## config.mk

```make
export PLATFORM = sky130hd
export DESIGN_NAME = imem_fetch_ctrl
export DESIGN_NICKNAME = d
export VERILOG_FILES = /design/src/rtl/pipeline_pkg.sv /design/src/rtl/imem_fetch_perf.sv /design/src/rtl/imem_fetch_ctrl.sv
export SDC_FILE = /design/constraint.sdc
export NUM_CORES = 1
export LEC_CHECK = 0
export ABC_AREA = 1
export CELL_PAD_IN_SITES_DETAIL_PLACEMENT = 1
export CELL_PAD_IN_SITES_GLOBAL_PLACEMENT = 1
export CORE_ASPECT_RATIO = 0.8
export CORE_UTILIZATION = 33
export CTS_BUF_LIST = sky130_fd_sc_hd__clkbuf_8 sky130_fd_sc_hd__clkbuf_16
export CTS_CLUSTER_SIZE = 20
export DETAILED_ROUTE_END_ITERATION = 12
export PLACE_DENSITY = 0.95
export SLEW_MARGIN = 15
export SYNTH_ARGS = -nofsm -noshare
export SYNTH_HDL_FRONTEND = slang
export SYNTH_SLANG_ARGS = --single-unit
```

## constraint.sdc

```tcl
create_clock -name clk -period 2.94 [get_ports clk]
set_input_delay 0.588 -clock clk [delete_from_list [all_inputs] [get_ports clk]]
set_output_delay 0.588 -clock clk [all_outputs]
set_load 0.03 [all_outputs]
```

## src/rtl/pipeline_pkg.sv

```systemverilog
// ---------------------------------------------------------------------------
// pipeline_pkg
// Shared definitions for the front end of the 5-stage RISC-V core.
//   fetch_state_t : fetch controller FSM states (IDLE, REQ, WAIT, HOLD)
//   INSTR_NOP     : canonical NOP (addi x0, x0, 0) shown when no instruction
//   PC_STEP       : sequential fetch increment in bytes
//   word_align()  : clears the two byte-offset bits of an address
// ---------------------------------------------------------------------------
package pipeline_pkg;

  typedef enum logic [1:0] {
    IDLE = 2'd0,
    REQ  = 2'd1,
    WAIT = 2'd2,
    HOLD = 2'd3
  } fetch_state_t;

  localparam logic [31:0] INSTR_NOP = 32'h0000_0013;
  localparam logic [31:0] PC_STEP   = 32'd4;

  function automatic logic [31:0] word_align(input logic [31:0] addr);
    return addr & ~32'd3;
  endfunction

endpackage

```

## src/rtl/imem_fetch_perf.sv

```systemverilog
// ---------------------------------------------------------------------------
// imem_fetch_perf
// Optional performance counters for the fetch controller. The module only
// exists when IMEM_FETCH_PERF_EN is defined.
// Ports:
//   clk            in   core clock
//   rst            in   synchronous active-low reset, clears both counters
//   consume_i      in   decode consumed the presented instruction this cycle
//   stall_cycle_i  in   an instruction was presented but decode stalled
//   fetch_count_o  out  consumed-instruction count (wraps)
//   stall_count_o  out  stalled-presentation cycle count (wraps)
// ---------------------------------------------------------------------------
`ifdef IMEM_FETCH_PERF_EN
module imem_fetch_perf (
  input  logic        clk,
  input  logic        rst,
  input  logic        consume_i,
  input  logic        stall_cycle_i,
  output logic [31:0] fetch_count_o,
  output logic [31:0] stall_count_o
);

  logic [31:0] fetch_count_q, fetch_count_d;
  logic [31:0] stall_count_q, stall_count_d;

  always_comb begin
    fetch_count_d = consume_i     ? fetch_count_q + 32'd1 : fetch_count_q;
    stall_count_d = stall_cycle_i ? stall_count_q + 32'd1 : stall_count_q;
  end

  always_ff @(posedge clk) begin
    if (!rst) begin
      fetch_count_q <= 32'd0;
      stall_count_q <= 32'd0;
    end else begin
      fetch_count_q <= fetch_count_d;
      stall_count_q <= stall_count_d;
    end
  end

  assign fetch_count_o = fetch_count_q;
  assign stall_count_o = stall_count_q;

endmodule
`endif

```

## src/rtl/imem_fetch_ctrl.sv

```systemverilog
// ---------------------------------------------------------------------------
// imem_fetch_ctrl
// Instruction-fetch controller. Owns the fetch PC, issues one outstanding
// instruction-memory request at a time over a ready/valid handshake and
// presents each returned word with its PC to the IF/ID boundary. Absorbs
// decode stalls and EX redirects; a response belonging to a squashed fetch
// is discarded via the drop flag.
// Optional feature macro: IMEM_FETCH_PERF_EN adds fetch_count_o and
// stall_count_o (counters in imem_fetch_perf).
// Parameters:
//   RESET_PC       first fetch address after reset (word aligned)
// Ports:
//   clk            in   core clock
//   rst            in   synchronous active-low reset
//   stall_i        in   decode not accepting, hold presented instruction
//   redirect_i     in   one-cycle EX redirect strobe
//   redirect_pc_i  in   redirect target, low two bits ignored
//   InstrMemRead   out  request valid
//   InstrMemAddr   out  request address
//   InstrMemReady  in   memory accepts request this cycle
//   InstrMemValid  in   response valid
//   InstrMemData   in   response word
//   PC             out  PC of instr_o
//   instr_o        out  fetched instruction, NOP when not valid
//   instr_valid_o  out  instr_o/PC valid for decode
//   fetch_count_o  out  (IMEM_FETCH_PERF_EN) consumed instructions
//   stall_count_o  out  (IMEM_FETCH_PERF_EN) stalled presentation cycles
// ---------------------------------------------------------------------------
module imem_fetch_ctrl
  import pipeline_pkg::*;
#(
  parameter logic [31:0] RESET_PC = 32'h0000_0000
) (
  input  logic        clk,
  input  logic        rst,
  input  logic        stall_i,
  input  logic        redirect_i,
  input  logic [31:0] redirect_pc_i,
  output logic        InstrMemRead,
  output logic [31:0] InstrMemAddr,
  input  logic        InstrMemReady,
  input  logic        InstrMemValid,
  input  logic [31:0] InstrMemData,
  output logic [31:0] PC,
  output logic [31:0] instr_o,
  output logic        instr_valid_o
`ifdef IMEM_FETCH_PERF_EN
  ,
  output logic [31:0] fetch_count_o,
  output logic [31:0] stall_count_o
`endif
);

  fetch_state_t state_q, state_d;
  logic [31:0]  fetch_pc_q, fetch_pc_d;
  logic         drop_q, drop_d;
  logic [31:0]  pc_q, pc_d;
  logic [31:0]  instr_q, instr_d;
  logic         valid_q, valid_d;
  logic         consume;

  // A redirect takes precedence, so an instruction squashed in the same
  // cycle it would have been accepted does not count as consumed.
  assign consume = valid_q & ~stall_i & ~redirect_i;

  always_comb begin
    state_d    = state_q;
    fetch_pc_d = fetch_pc_q;
    drop_d     = drop_q;
    pc_d       = pc_q;
    instr_d    = instr_q;
    valid_d    = valid_q;

    unique case (state_q)
      IDLE: begin
        state_d    = REQ;
        fetch_pc_d = RESET_PC;
      end

      REQ: begin
        // A request accepted together with a redirect is already stale,
        // so its response is marked for discard.
        if (InstrMemReady) begin
          state_d = WAIT;
          drop_d  = redirect_i;
        end
      end

      WAIT: begin
        // A response arriving with a redirect, or while drop is set, is
        // squashed; in either case the next fetch targets fetch_pc.
        if (InstrMemValid) begin
          if (drop_q || redirect_i) begin
            drop_d  = 1'b0;
            state_d = REQ;
          end else begin
            instr_d = InstrMemData;
            pc_d    = fetch_pc_q;
            valid_d = 1'b1;
            state_d = HOLD;
          end
        end else if (redirect_i) begin
          drop_d = 1'b1;
        end
      end

      HOLD: begin
        if (redirect_i) begin
          valid_d = 1'b0;
          instr_d = INSTR_NOP;
          state_d = REQ;
        end else if (consume) begin
          valid_d    = 1'b0;
          instr_d    = INSTR_NOP;
          fetch_pc_d = fetch_pc_q + PC_STEP;
          state_d    = REQ;
        end
      end

      default: state_d = IDLE;
    endcase

    // Redirect overrides any sequential PC update in every state.
    if (redirect_i) begin
      fetch_pc_d = word_align(redirect_pc_i);
    end
  end

  always_ff @(posedge clk) begin
    if (!rst) begin
      state_q    <= IDLE;
      fetch_pc_q <= RESET_PC;
      drop_q     <= 1'b0;
      pc_q       <= RESET_PC;
      instr_q    <= INSTR_NOP;
      valid_q    <= 1'b0;
    end else begin
      state_q    <= state_d;
      fetch_pc_q <= fetch_pc_d;
      drop_q     <= drop_d;
      pc_q       <= pc_d;
      instr_q    <= instr_d;
      valid_q    <= valid_d;
    end
  end

  assign InstrMemRead  = (state_q == REQ);
  assign InstrMemAddr  = fetch_pc_q;
  assign PC            = pc_q;
  assign instr_o       = instr_q;
  assign instr_valid_o = valid_q;

`ifdef IMEM_FETCH_PERF_EN
  imem_fetch_perf u_perf (
    .clk           (clk),
    .rst           (rst),
    .consume_i     (consume),
    .stall_cycle_i (valid_q & stall_i),
    .fetch_count_o (fetch_count_o),
    .stall_count_o (stall_count_o)
  );
`endif

endmodule
```

After elaboration in Yosys (flattened, before gate mapping):

Index checks and enable logic that the tools add are counted.

* add/sub/neg operators: 1
* eq/ne operators: 10
* muxes and demuxes: 24
* bitwise logic cells: 6
* reduce and logical (&&, ||, !) cells: 13

Operators by type and width (count)
* $mux 32: 6
* $pmux 32 s2: 2
* $add 32x3->32 const B: 1
* $mux 2: 5
* $ne 3x3->1 const B: 3
* $mux 1: 8
* $pmux 2 s4: 1
* $reduce_and 4->1: 2
* $ne 2x2->1 const B: 3
* $reduce_and 3->1: 2
* $reduce_bool 2->1: 3
* $eq 2x2->1 const B: 2
* $not 1->1: 4
* $pmux 1 s2: 2
* $reduce_and 2->1: 2
* $reduce_bool 3->1: 1
* $and 1x1->1: 2
* $eq 2x1->1 const B: 1
* $logic_not 2->1: 1
* $ne 2x1->1 const B: 1
* $reduce_or 2->1: 1
* $logic_or 1x1->1: 1

* register bits after elaboration: 100
* output and inout bits: 98

Depth between registers and ports, before layout:

* depth in word-level cells: 6
* gate-level depth with buffers: 11
* gate-level depth less buffers: 9

Least setup slack after synthesis:

OpenSTA, ideal clock, no wires.

* path kind: reg2reg
* start point: register fetch_pc_q[3] (netlist: InstrMemAddr[3])
* end point: register fetch_pc_q[14] (netlist: InstrMemAddr[14])
* arrival: 1.591 ns
* path slack: 1.279 ns
* stages on the path, launching flop included: 9
* cell sequence: dfxtp_1 ha_1 nand2_2 nor2_1 nand2_2 nor2_1 or2_2 nand3_1 a21oi_1

* longest elaborated chain between the ends: 4

RTL lines
* from (decl): RTL line imem_fetch_ctrl.sv:55 `logic [31:0] fetch_pc_q, fetch_pc_d;`
* from (signal assigned): RTL line imem_fetch_ctrl.sv:139 `fetch_pc_q <= fetch_pc_d;`
* $add 32x3->32: RTL line imem_fetch_ctrl.sv:115 `fetch_pc_d = fetch_pc_q + PC_STEP;`
* $mux 32: RTL line imem_fetch_ctrl.sv:112 `end else if (consume) begin`
* $pmux 32 s2: RTL line imem_fetch_ctrl.sv:74 `unique case (state_q)`
* $mux 32: RTL line imem_fetch_ctrl.sv:124 `if (redirect_i) begin`

Every way passes these cells. The select of a mux whose other input is x is not followed.
A chain may end at the register's enable or synchronous reset.

Worst setup path after layout:

* start point: register state_q[1]
* end point: output port InstrMemRead

* longest elaborated chain between the ends: 1

RTL lines
* from (decl): RTL line imem_fetch_ctrl.sv:54 `fetch_state_t state_q, state_d;`
* from (signal assigned): RTL line imem_fetch_ctrl.sv:138 `state_q <= state_d;`
* $eq 2x1->1: RTL line imem_fetch_ctrl.sv:147 `assign InstrMemRead = (state_q == REQ);`
* to (decl): RTL line imem_fetch_ctrl.sv:39 `output logic InstrMemRead,`

Every way passes these cells.

==> metrics <==
crit share post-route=77.2%; CP arrival=1.68 ns; Post-synth EDFFs=0; Post-CTS Setup Repair Bufs=0; cell area power density=643 nW/µm²; outcome=finished clean; worst slack at placement=0.338 ns; Tmin final=2.27 ns; Die Wd=135 µm; H-tree levels=3; worst vdd ir=338 µV; Mapped Area=4650 µm²; Tot GR Track Use=23.5%; Distinct cells, synth=28; DR vias=5112; Syn Nets=756; placed cell count=998; Rows=38; dpl hpwl=12200 µm; commonest non-fill, non-tap cells in the layout=clkdlybuf4s50_1 (164), nand2_1 (151), a21oi_1 (124), dfxtp_1 (100), o21ai_0 (71); I/O Buffers=165; DRT Pass-1 Iters=4; sequential area share after synthesis=43.1%; Avg Cell Area, Syn=6.83 µm²; Fin. Hold Viols=0; top_reg_cell synth=dfxtp_1; final wirelength=16900 µm; Die H=108 µm; Initial Util=34.1%; Post-Layout Cell Count=1014; drt drc=0; TritonCTS clock tree=yes; CP Capture Type=primary output; Max Slew Vio Count=0; Worst Tran Pin Value=1.04 ns; Peak Freq=440 MHz; critical path class=reg2out; via/cell ratio=5.04; Hold WS=0.447 ns; worst path required time=2.35 ns; ANT cells=0; worst setup margin=0.669 ns; I/O pin count=168; async set-reset flop share out of synthesis=0%; vias in the first global route=5193; Num CTS Buffers=9; pin count of the biggest net entering global routing=44; first-pass GRT wire length=26600 µm; Post-CTS Hold Buffers=0; # Max-Cap Violations=0; core footprint=13600 µm²; Clock Skew=0.0162 ns; die area=14600 µm²; Synth Register Bits=100; Worst Path Max Fanout=4; commonest non-fill, non-tap cell in the layout=clkdlybuf4s50_1; CTS clock-pin slew for the worst setup and hold paths=0.07 ns; Tightest Hold Check Type=reg2reg; Worst-Skew Late Latency=0.36 ns; setup TNS=0 ns; Leak Pwr=2.33 nW; Root Buffer=clkbuf_16; clock net sink count=100; global route overflow=0; maximum clock path buffer count=2; Post-CTS Resized=0; RSZ-0062 raised after global routing=false; Antenna Nets Post-Route=0; 1st-iter DRT viols=228; GPL Wtd Cong=0.859; Total Nets Final=904; synth-to-layout area growth=44.9%; startpoint class of the critical path=flop; Ys Warns=0; initial antenna violation count=0; Core Util, Final=49.4%; WL/cell=16.7 µm; Slew headroom=30.7%; Mapped Cells=681; layout cell share with drive strength beyond 1=5.40%; Final Setup Violations=0
[cell type report]
cell class              instances  area [µm²]
clock buffers                   9         225
clock inverters                 7         104
fillers                      1745        6910
inverters                      74         278
multi-input cells             472        2200
flip-flops and latches        100        2000
well taps                     180         225
repair buffers                172        1700
[flip-flops by register name (all words and copies together) (netlist names)]
signal         flops
InstrMemAddr      32
PC                32
drop_q             1
instr_o           32
instr_valid_o      1
state_q            2
[final timing paths]
check | from | cells after the start | slack [ns] | end
worst max-delay path | state_q[1]$_SDFFE_PN0P_ | 3 | 0.67 | InstrMemRead
worst min-delay path | PC[17]$_SDFFE_PN0P_ | 2 | 0.45 | PC[17]$_SDFFE_PN0P_
worst max register to register | state_q[0]$_SDFFE_PN0P_ | 6 | 0.83 | PC[14]$_SDFFE_PN0P_
worst min register to register | PC[17]$_SDFFE_PN0P_ | 2 | 0.45 | PC[17]$_SDFFE_PN0P_
[per-layer routing]
layer | share of wire, % | GRT usage (%) | routed length (µm) | up-vias
met5 | 0 | 0 | 0 | -
met3 | 6.1 | 6.14 | 1030 | 24
met2 | 49 | 41.1 | 8250 | 131
met4 | 1.8 | 7.46 | 299 | 0
met1 | 43 | 28.1 | 7310 | 2446
li1 | - | - | - | 2511
[kinds of logic after synthesis]
family	share of synthesized area, %
buf+inv	9.66
flops	43.1
fa+ha+maj	1.35
compound gates	22.2
simple gates	23.7
[where the power goes]
part | switching (W) | internal, W | leakage, nW
Sequential | 0.000183 | 0.00151 | 0.814
Clock | 0.000581 | 0.000759 | 0.155
Combinational | 0.000791 | 0.000506 | 1.36
[synth_stat cells, types with 2 or more instances]
cell type	n	area [µm²]
ha_1	5	62.6
buf_4	3	22.5
nor3b_1	2	15.0
inv_1	70	263
inv_2	4	15.0
nand3_1	35	175
or2_2	4	25.0
o22ai_1	3	18.8
buf_6	3	33.8
and2_1	3	18.8
nand2_1	151	567
nand2_2	4	25.0
nor3_1	3	15.0
buf_2	5	25.0
nor2_2	5	31.3
nor2_1	54	203
dfxtp_1	100	2000
a21oi_1	124	621
o21ai_0	71	355
clkbuf_1	24	90.1
[stage by stage]
stage	power [W]	area, µm²
2_1_floorplan	0.00245	4650
3_3_place_gp	0.00295	6410
3_5_place_dp	0.00301	6410
4_1_cts	0.00435	6740
5_1_grt	0.00454	6740
6_report	0.00433	6740
[worst max-delay path, stage by stage (launching register included)]
cell,delay (ns)
dfxtp_1,0.35
inv_1,0.09
ha_1,0.19
clkdlybuf4s50_1,0.70
Note: power is estimated with default switching activity, not from simulation.
